==> src/rtl/trap_ctrl_if.sv <==
// Shared word-width package and the pipeline/CSR-side bundle for trap_ctrl.
// The master modport is the pipeline and CSR side; the slave modport is the sequencer.
`timescale 1ns/1ps

package common_types_pkg;
   localparam int unsigned WORD_W = 32;
endpackage

interface trap_ctrl_if;
   import common_types_pkg::*;

   logic              exc_req;
   logic [WORD_W-1:0] exc_cause;
   logic [WORD_W-1:0] exc_pc;
   logic              irq_ext;
   logic              irq_sw;
   logic              irq_timer;
   logic [WORD_W-1:0] int_pc;
   logic              mret_req;
   logic [WORD_W-1:0] csr_mepc;
   logic              csr_mie;
   logic [1:0]        csr_mtvec_mode;
   logic [29:0]       csr_mtvec_base;
   logic              csr_exception;
   logic [WORD_W-1:0] csr_exception_cause;
   logic [WORD_W-1:0] csr_exception_pc;
   logic              busy;
   logic              flush;
   logic              redirect_valid;
   logic [WORD_W-1:0] redirect_pc;

   modport master (
      output exc_req, exc_cause, exc_pc, irq_ext, irq_sw, irq_timer, int_pc,
             mret_req, csr_mepc, csr_mie, csr_mtvec_mode, csr_mtvec_base,
      input  csr_exception, csr_exception_cause, csr_exception_pc, busy,
             flush, redirect_valid, redirect_pc
   );

   modport slave (
      input  exc_req, exc_cause, exc_pc, irq_ext, irq_sw, irq_timer, int_pc,
             mret_req, csr_mepc, csr_mie, csr_mtvec_mode, csr_mtvec_base,
      output csr_exception, csr_exception_cause, csr_exception_pc, busy,
             flush, redirect_valid, redirect_pc
   );
endinterface

==> src/rtl/trap_ctrl.sv <==
// Machine-mode trap sequencer: arbitrates exceptions, mret and interrupts, then
// overrides the CSR file for one cycle and redirects the pipeline. Macro: TRAP_VECTORED_EN.
`timescale 1ns/1ps

//  state      | meaning
//  S_IDLE     | waiting for exc_req / mret_req / enabled interrupt
//  S_COMMIT   | csr_exception strobe, trap target computed from mtvec
//  S_REDIRECT | flush + redirect to trap target
//  S_MRET     | flush + redirect to saved mepc
module trap_ctrl
   import common_types_pkg::*;
(
   input  logic       CLK,
   input  logic       nRST,
   trap_ctrl_if.slave bus
);

   typedef enum logic [1:0] {S_IDLE, S_COMMIT, S_REDIRECT, S_MRET} state_t;

   state_t            state_q, state_d;
   logic [WORD_W-1:0] cause_q, cause_d;
   logic [WORD_W-1:0] pc_q, pc_d;
   logic [WORD_W-1:0] target_q, target_d;
   logic              busy_q, busy_d;
   logic              irq_any;
   logic [WORD_W-1:0] direct_tgt;
   logic [WORD_W-1:0] trap_tgt;
   logic              unused_cause_msb;

   assign irq_any          = bus.irq_ext | bus.irq_sw | bus.irq_timer;
   assign direct_tgt       = {bus.csr_mtvec_base, 2'b00};
   assign unused_cause_msb = bus.exc_cause[WORD_W-1];

`ifdef TRAP_VECTORED_EN
   logic [WORD_W-1:0] vec_off;

   // Only interrupts vector; exceptions carry cause[31]=0 and fall through to direct.
   assign vec_off  = {cause_q[WORD_W-3:0], 2'b00};
   assign trap_tgt = (bus.csr_mtvec_mode == 2'b01 && cause_q[WORD_W-1])
                     ? direct_tgt + vec_off : direct_tgt;
`else
   logic unused_mtvec_mode;

   assign unused_mtvec_mode = ^bus.csr_mtvec_mode;
   assign trap_tgt          = direct_tgt;
`endif

   always_comb begin
      state_d  = state_q;
      cause_d  = cause_q;
      pc_d     = pc_q;
      target_d = target_q;
      unique case (state_q)
         S_IDLE: begin
            if (bus.exc_req) begin
               cause_d = {1'b0, bus.exc_cause[WORD_W-2:0]};
               pc_d    = bus.exc_pc;
               state_d = S_COMMIT;
            end else if (bus.mret_req) begin
               target_d = bus.csr_mepc;
               state_d  = S_MRET;
            end else if (bus.csr_mie && irq_any) begin
               cause_d = bus.irq_ext ? 32'h8000_000B :
                         bus.irq_sw  ? 32'h8000_0003 : 32'h8000_0007;
               pc_d    = bus.int_pc;
               state_d = S_COMMIT;
            end
         end
         S_COMMIT: begin
            target_d = trap_tgt;
            state_d  = S_REDIRECT;
         end
         S_REDIRECT: state_d = S_IDLE;
         S_MRET:     state_d = S_IDLE;
         default:    state_d = S_IDLE;
      endcase
      busy_d = (state_d != S_IDLE);
   end

   always_ff @(posedge CLK or negedge nRST) begin
      if (!nRST) begin
         state_q  <= S_IDLE;
         cause_q  <= '0;
         pc_q     <= '0;
         target_q <= '0;
         busy_q   <= 1'b0;
      end else begin
         state_q  <= state_d;
         cause_q  <= cause_d;
         pc_q     <= pc_d;
         target_q <= target_d;
         busy_q   <= busy_d;
      end
   end

   assign bus.csr_exception       = (state_q == S_COMMIT);
   assign bus.csr_exception_cause = cause_q;
   assign bus.csr_exception_pc    = pc_q;
   assign bus.busy                = busy_q;
   assign bus.redirect_valid      = (state_q == S_REDIRECT) || (state_q == S_MRET);
   assign bus.flush               = bus.redirect_valid;
   assign bus.redirect_pc         = bus.redirect_valid ? target_q : '0;

endmodule
==> src/flat_wrapper.sv <==
// flat-port wrapper written by rule: the top's interface ports become plain ports
module trap_ctrl_flat import common_types_pkg::*;
  (CLK, nRST, bus_exc_req, bus_exc_cause, bus_exc_pc, bus_irq_ext, bus_irq_sw, bus_irq_timer, bus_int_pc, bus_mret_req, bus_csr_mepc, bus_csr_mie, bus_csr_mtvec_mode, bus_csr_mtvec_base, bus_csr_exception, bus_csr_exception_cause, bus_csr_exception_pc, bus_busy, bus_flush, bus_redirect_valid, bus_redirect_pc);
  trap_ctrl_if bus_i ();
  input  logic CLK;
  input  logic nRST;
  input wire logic [$bits(bus_i.exc_req)-1:0] bus_exc_req;
  input wire logic [$bits(bus_i.exc_cause)-1:0] bus_exc_cause;
  input wire logic [$bits(bus_i.exc_pc)-1:0] bus_exc_pc;
  input wire logic [$bits(bus_i.irq_ext)-1:0] bus_irq_ext;
  input wire logic [$bits(bus_i.irq_sw)-1:0] bus_irq_sw;
  input wire logic [$bits(bus_i.irq_timer)-1:0] bus_irq_timer;
  input wire logic [$bits(bus_i.int_pc)-1:0] bus_int_pc;
  input wire logic [$bits(bus_i.mret_req)-1:0] bus_mret_req;
  input wire logic [$bits(bus_i.csr_mepc)-1:0] bus_csr_mepc;
  input wire logic [$bits(bus_i.csr_mie)-1:0] bus_csr_mie;
  input wire logic [$bits(bus_i.csr_mtvec_mode)-1:0] bus_csr_mtvec_mode;
  input wire logic [$bits(bus_i.csr_mtvec_base)-1:0] bus_csr_mtvec_base;
  output wire logic [$bits(bus_i.csr_exception)-1:0] bus_csr_exception;
  output wire logic [$bits(bus_i.csr_exception_cause)-1:0] bus_csr_exception_cause;
  output wire logic [$bits(bus_i.csr_exception_pc)-1:0] bus_csr_exception_pc;
  output wire logic [$bits(bus_i.busy)-1:0] bus_busy;
  output wire logic [$bits(bus_i.flush)-1:0] bus_flush;
  output wire logic [$bits(bus_i.redirect_valid)-1:0] bus_redirect_valid;
  output wire logic [$bits(bus_i.redirect_pc)-1:0] bus_redirect_pc;
  assign bus_i.exc_req = bus_exc_req;
  assign bus_i.exc_cause = bus_exc_cause;
  assign bus_i.exc_pc = bus_exc_pc;
  assign bus_i.irq_ext = bus_irq_ext;
  assign bus_i.irq_sw = bus_irq_sw;
  assign bus_i.irq_timer = bus_irq_timer;
  assign bus_i.int_pc = bus_int_pc;
  assign bus_i.mret_req = bus_mret_req;
  assign bus_i.csr_mepc = bus_csr_mepc;
  assign bus_i.csr_mie = bus_csr_mie;
  assign bus_i.csr_mtvec_mode = bus_csr_mtvec_mode;
  assign bus_i.csr_mtvec_base = bus_csr_mtvec_base;
  assign bus_csr_exception = bus_i.csr_exception;
  assign bus_csr_exception_cause = bus_i.csr_exception_cause;
  assign bus_csr_exception_pc = bus_i.csr_exception_pc;
  assign bus_busy = bus_i.busy;
  assign bus_flush = bus_i.flush;
  assign bus_redirect_valid = bus_i.redirect_valid;
  assign bus_redirect_pc = bus_i.redirect_pc;
  trap_ctrl u_core (.CLK(CLK), .nRST(nRST), .bus(bus_i));
endmodule
==> config.mk <==
export PLATFORM = sky130hd
export DESIGN_NAME = trap_ctrl_flat
export DESIGN_NICKNAME = d
export VERILOG_FILES = /design/src/rtl/trap_ctrl_if.sv /design/src/rtl/trap_ctrl.sv /design/src/flat_wrapper.sv
export SDC_FILE = /design/constraint.sdc
export NUM_CORES = 1
export LEC_CHECK = 0
export CAP_MARGIN = 20
export CORE_ASPECT_RATIO = 0.6
export CORE_UTILIZATION = 39
export CTS_CLUSTER_SIZE = 24
export DETAILED_ROUTE_END_ITERATION = 6
export HOLD_SLACK_MARGIN = 0.05
export PLACE_DENSITY = 0.81
export SETUP_SLACK_MARGIN = 0.4
export SYNTH_ARGS = -nofsm -noshare
export SYNTH_HDL_FRONTEND = slang
export SYNTH_SLANG_ARGS = --single-unit
==> constraint.sdc <==
create_clock -name CLK -period 2.4 [get_ports CLK]
set_clock_uncertainty 0.15 [all_clocks]
set_input_delay 0.24 -clock CLK [delete_from_list [all_inputs] [get_ports CLK]]
set_output_delay 0.24 -clock CLK [all_outputs]
set_load 0.01 [all_outputs]
# After elaboration in Yosys (flattened, before gate mapping)
# Index checks and enable logic that the tools add are counted.
# totals
reg_bits,99
latchBits,0
ramBits,0
romBits,0
in_bits,168
output_inout_bits,100
word_cells,38
n_memories,0
# classes
addsub,0
n_mul,0
div,0
order_cmp,0
n_eq_ne,6
n_shift,0
mux,16
bitwise_logic,2
reduce_logical,9
# ops
cell,n
$mux 32,10
$pmux 32 s2,1
$mux 2,3
$ne 2x2->1 const B,3
$pmux 2 s3,1
$reduce_and 3->1,2
$reduce_bool 2->1,3
$eq 2x2->1 const B,2
$mux 3,1
$eq 2x1->1 const B,1
$logic_not 2->1,1
$or 1x1->1,2
$reduce_or 2->1,1
$logic_and 1x1->1,1
$logic_or 1x1->1,1

# Logic depth before layout (Yosys ltp)
# Gate-level depths: netlist (run 1).
# depth
depth_word,8
depth_mapped,6
mapped_depth_nobuf,4

# Worst setup path after synthesis (run 1)
# OpenSTA, ideal clock, no wires.
# synth_path
path_type,flip-flop to flip-flop
start,register u_core.state_q[1]
end,register u_core.target_q[19]
setup_ps,125
t_arrival_ps,1523
t_required_ps,2125
path_slack_ps,603
stages_incl_launch_ff,6
n_path_buf,2
synth_period_minus_slack_ps,1797
cell_sequence,dfrtp_1 buf_2 nor2b_1 buf_2 mux2_2 mux2_2
# synth_between
elab_chain_cells,3
word_cells_on_any_way,7
# synth_lines
element,line_no,text
start: declaration,trap_ctrl.sv:20,"state_t state_q, state_d;"
start signal: assignment,trap_ctrl.sv:88,state_q <= state_d;
$eq 2x1->1 *,--,
net bus_csr_exception,flat_wrapper.sv:19,output wire logic [$bits(bus_i.csr_exception)-1:0] bus_csr_exception;
$reduce_bool 2->1 (no source line),--,
$reduce_and 3->1 (no source line),--,
end signal: assignment,trap_ctrl.sv:91,target_q <= target_d;
end: declaration,trap_ctrl.sv:23,"logic [WORD_W-1:0] target_q, target_d;"
# The timed path passes the listed nets; every way through them passes the cells marked *.
# A chain may end at the register's enable or synchronous reset.

# Worst setup path after layout (run 1)
# layout_path
start,register u_core.state_q[1]
end,output bus_redirect_pc[30]
# layout_between
elab_chain_cells,3
word_cells_on_any_way,4
# layout_lines
element,line_no,text
$eq 2x2->1,trap_ctrl.sv:100,assign bus.redirect_valid = (state_q == S_REDIRECT) || (state_q == S_MRET);
$logic_or 1x1->1 *,trap_ctrl.sv:100,
$mux 32 *,trap_ctrl.sv:102,assign bus.redirect_pc = bus.redirect_valid ? target_q : '0;
end: declaration,flat_wrapper.sv:25,output wire logic [$bits(bus_i.redirect_pc)-1:0] bus_redirect_pc;
# Every way passes the cells marked *; elsewhere a longest branch is shown, timed or not.

==> results of run 1 <==
-- cells by family after synthesis --
kind of cell | Yosys count | synth area share
compound gates | 138 | 0.211
flops | 99 | 0.511
buf+inv | 45 | 0.0498
simple gates | 79 | 0.0869
mux | 61 | 0.141
-- routing by layer --
metal,global-route usage,part of all wire,vias up
met2,0.407,0.48,225
li1,-,-,2058
met4,0.0616,0.012,0
met3,0.0691,0.081,16
met1,0.300,0.42,2148
met5,0,0,-
-- metrics by stage --
step | total power [mW] | instances | instance area, sq um | hold slack [ns] | setup WS (ns)
after detailed placement | 8.15 | 829 | 7690 | 0.0452 | 0.230
final | 9.80 | 848 | 8090 | 0.211 | 0.356
after global placement | 7.96 | 829 | 7690 | 0.0342 | 0.270
after CTS | 9.86 | 848 | 8080 | 0.217 | 0.330
after floorplan | 5.60 | 422 | 4850 | -0.206 | 0.603
after global routing | 10.4 | 848 | 8090 | 0.246 | 0.286
-- final cells by class --
cell class                 count  area, sq um
fill                         904         4010
clock buffer                  10          229
sequential                    99         2480
tap                          165          206
multi-input combinational    278         2150
inverter                       5         18.8
timing repair buffer         285         2920
clock inverter                 6         93.8
-- layout by cell type (no fill, tap or decap), drive strengths merged, types with 2 or more instances in the layout --
cell type      count
a2bb2oi            2
a32o               2
clkbuf            10
bufinv             2
nand2             34
and2              33
nor2               2
dlygate4sd2        8
mux2              60
dfrtp             99
inv                8
buf               21
nor3               3
a22o              27
clkdlybuf4s50    252
nor2b              2
a221o             33
o21ai             67
-- where the power goes --
part,total [mW],switching (mW),internal (mW)
Combinational,5.18,2.10,3.08
Sequential,3.05,0.537,2.52
Clock,1.57,0.639,0.926
-- flip-flops by register name, summed over array words and instances (netlist names) --
name / cells
u_core.bus.busy: 1
u_core.bus.csr_exception_cause: 32
u_core.bus.csr_exception_pc: 32
u_core.state_q: 2
u_core.target_q: 32
-- path summary, 6_finish.rpt --
kind / start / endpoint / slack, ns / cells after the start
setup / recovery: u_core.state_q[1]$_DFF_PN0_ / bus_redirect_pc[30] / 0.36 / 3
hold / removal: nRST / u_core.target_q[27]$_DFFE_PN0P_ / 0.21 / 2
setup reg to reg: u_core.state_q[1]$_DFF_PN0_ / u_core.target_q[12]$_DFFE_PN0P_ / 0.44 / 5
hold reg to reg: u_core.target_q[0]$_DFFE_PN0P_ / u_core.target_q[0]$_DFFE_PN0P_ / 0.35 / 1
max in group asynchronous: nRST / u_core.bus.csr_exception_cause[5]$_DFFE_PN0P_ / 1.24 / 3
min in group CLK: bus_exc_req / u_core.state_q[0]$_DFF_PN0_ / 0.28 / 4
-- what timing repair did --
action | 4_1_cts | 5_1_grt
hold buffers | 1 | 0
setup buffers | 1 | 0
gates cloned | 1 | 0
setup endpoints to repair | 62 | 25
gates resized for setup | 17 | 3
endpoints found under the hold margin | 57 | 0
==> out/qor.csv, run 1 <==
stage;metric;value;unit
floorplanning;rows;31;
worst_hold_path;hold_class;input pin to async pin;
power;p_per_area;1210;nW/um^2
outcome;status;finished clean;
power;irDropWorstVdd;0.573;mV
setup_path;crit_chain;buf_12 > and2_1 > clkdlybuf4s50_1;
sta;fmax;489;MHz
sta;drv_slew;0;
final_layout;post-route-util;0.669;
drt;wirelength;15200;um
clock_tree;clk_pin_slew;0.07;ns
clock_tree;cts-root-to-sink-buffers;2;
global_route;grt_overflow;0;
sta;final-hold-violation-count;0;
setup_path;cpPeakStageDelay;0.54;ns
synth;ys_seq_area_frac;0.511;
synth;synth_commonest_cells;dfrtp_1 (99), o21ai_0 (66), mux2_2 (60);
placement;dp_hpwl;11000;um
setup_path;crit_type;register to output pin;
floorplanning;start_util;0.401;
sta;period_share;0.852;
clock_tree;cts_tree;done;
floorplanning;core_area;12100;sq um
floorplanning;dieArea;12900;sq um
global_route;grt_usage;0.238;
clock_tree;insertion_delay;0.33;ns
synth;ys_ff_latch;99;
sta;tightest_slew;0.512;ns
drt;drtPass1Iterations;5;
sta;min_period;2.04;ns
sta;tns;0;ns
synth;synth_ff_type;dfrtp_1;
sta;rsz0062_at_grt;true;
final_layout;n_antenna_cell;0;
setup_path;cp_slowest_cell;clkdlybuf4s50_1;
drt;avgViaCountPerCell;5.24;
drt;drc_errors;0;
placement;place_congestion;0.869;
placement;portBuffers;264;
synth;async_flop_share;1.00;
drt;vias;4447;
synth;synth_area_leaders;dfrtp_1 (51%), mux2_2 (14%), o21ai_0 (6.8%);
setup_path;critPathRequiredTime;2.01;ns
global_route;grt_max_degree;34;
synth;yosys_warnings;0;
clock_tree;cts-root-buf;clkbuf_16;
global_route;antenna_found_initial;0;
synth;ys_types;33;
setup_path;path_buf_inv;2;
setup_path;crit_family;buffers and inverters;
synth;synth_edf_count;0;
setup_path;critPathMaxFanout;29;
setup_path;crit_path_start_kind;register;
final_layout;syn2layout_area_growth;66.7;%
floorplanning;die_h;88.4;um
synth;synth.avg_cell_area;11.5;sq um
setup_path;cp-end-kind;output pin;
floorplanning;io_pins;268;
setup_path;cp.arrival;1.65;ns
synth;synth_top_area_share;0.511;
synth;syn_inst;422;
final_layout;drive_gt1_frac;0.186;
final_layout;nNetsFinal;846;
power;p_leak;3.33;nW
clock_tree;cts_made_buffers;9;
clock_tree;cts.sinks;99;
synth;syn_area;4850;sq um
sta;slew_headroom;0.658;
synth;synth_top_cell_by_area;dfrtp_1;
drt;first_iter_violations;212;
drt;detail-route-antenna-nets;0;
floorplanning;dieWidth;146;um
drt;wl_per_cell;18.0;um
global_route;grt_pass1_wl;24000;um
clock_tree;cts_max_level;3;
sta;setup_viol;0;
global_route;grt_pass1_vias;4537;
synth;synth.most_common_cell;dfrtp_1;
job;drv_cap;0;
synth;syn_nets;590;
Note: power is estimated with default switching activity, not from simulation.
==> run 2: changes to the inputs <==
ABC_AREA = 0   (was not set)
==> results of run 2 <==
Final layout, timing and power as in run 1 (identical DEF).
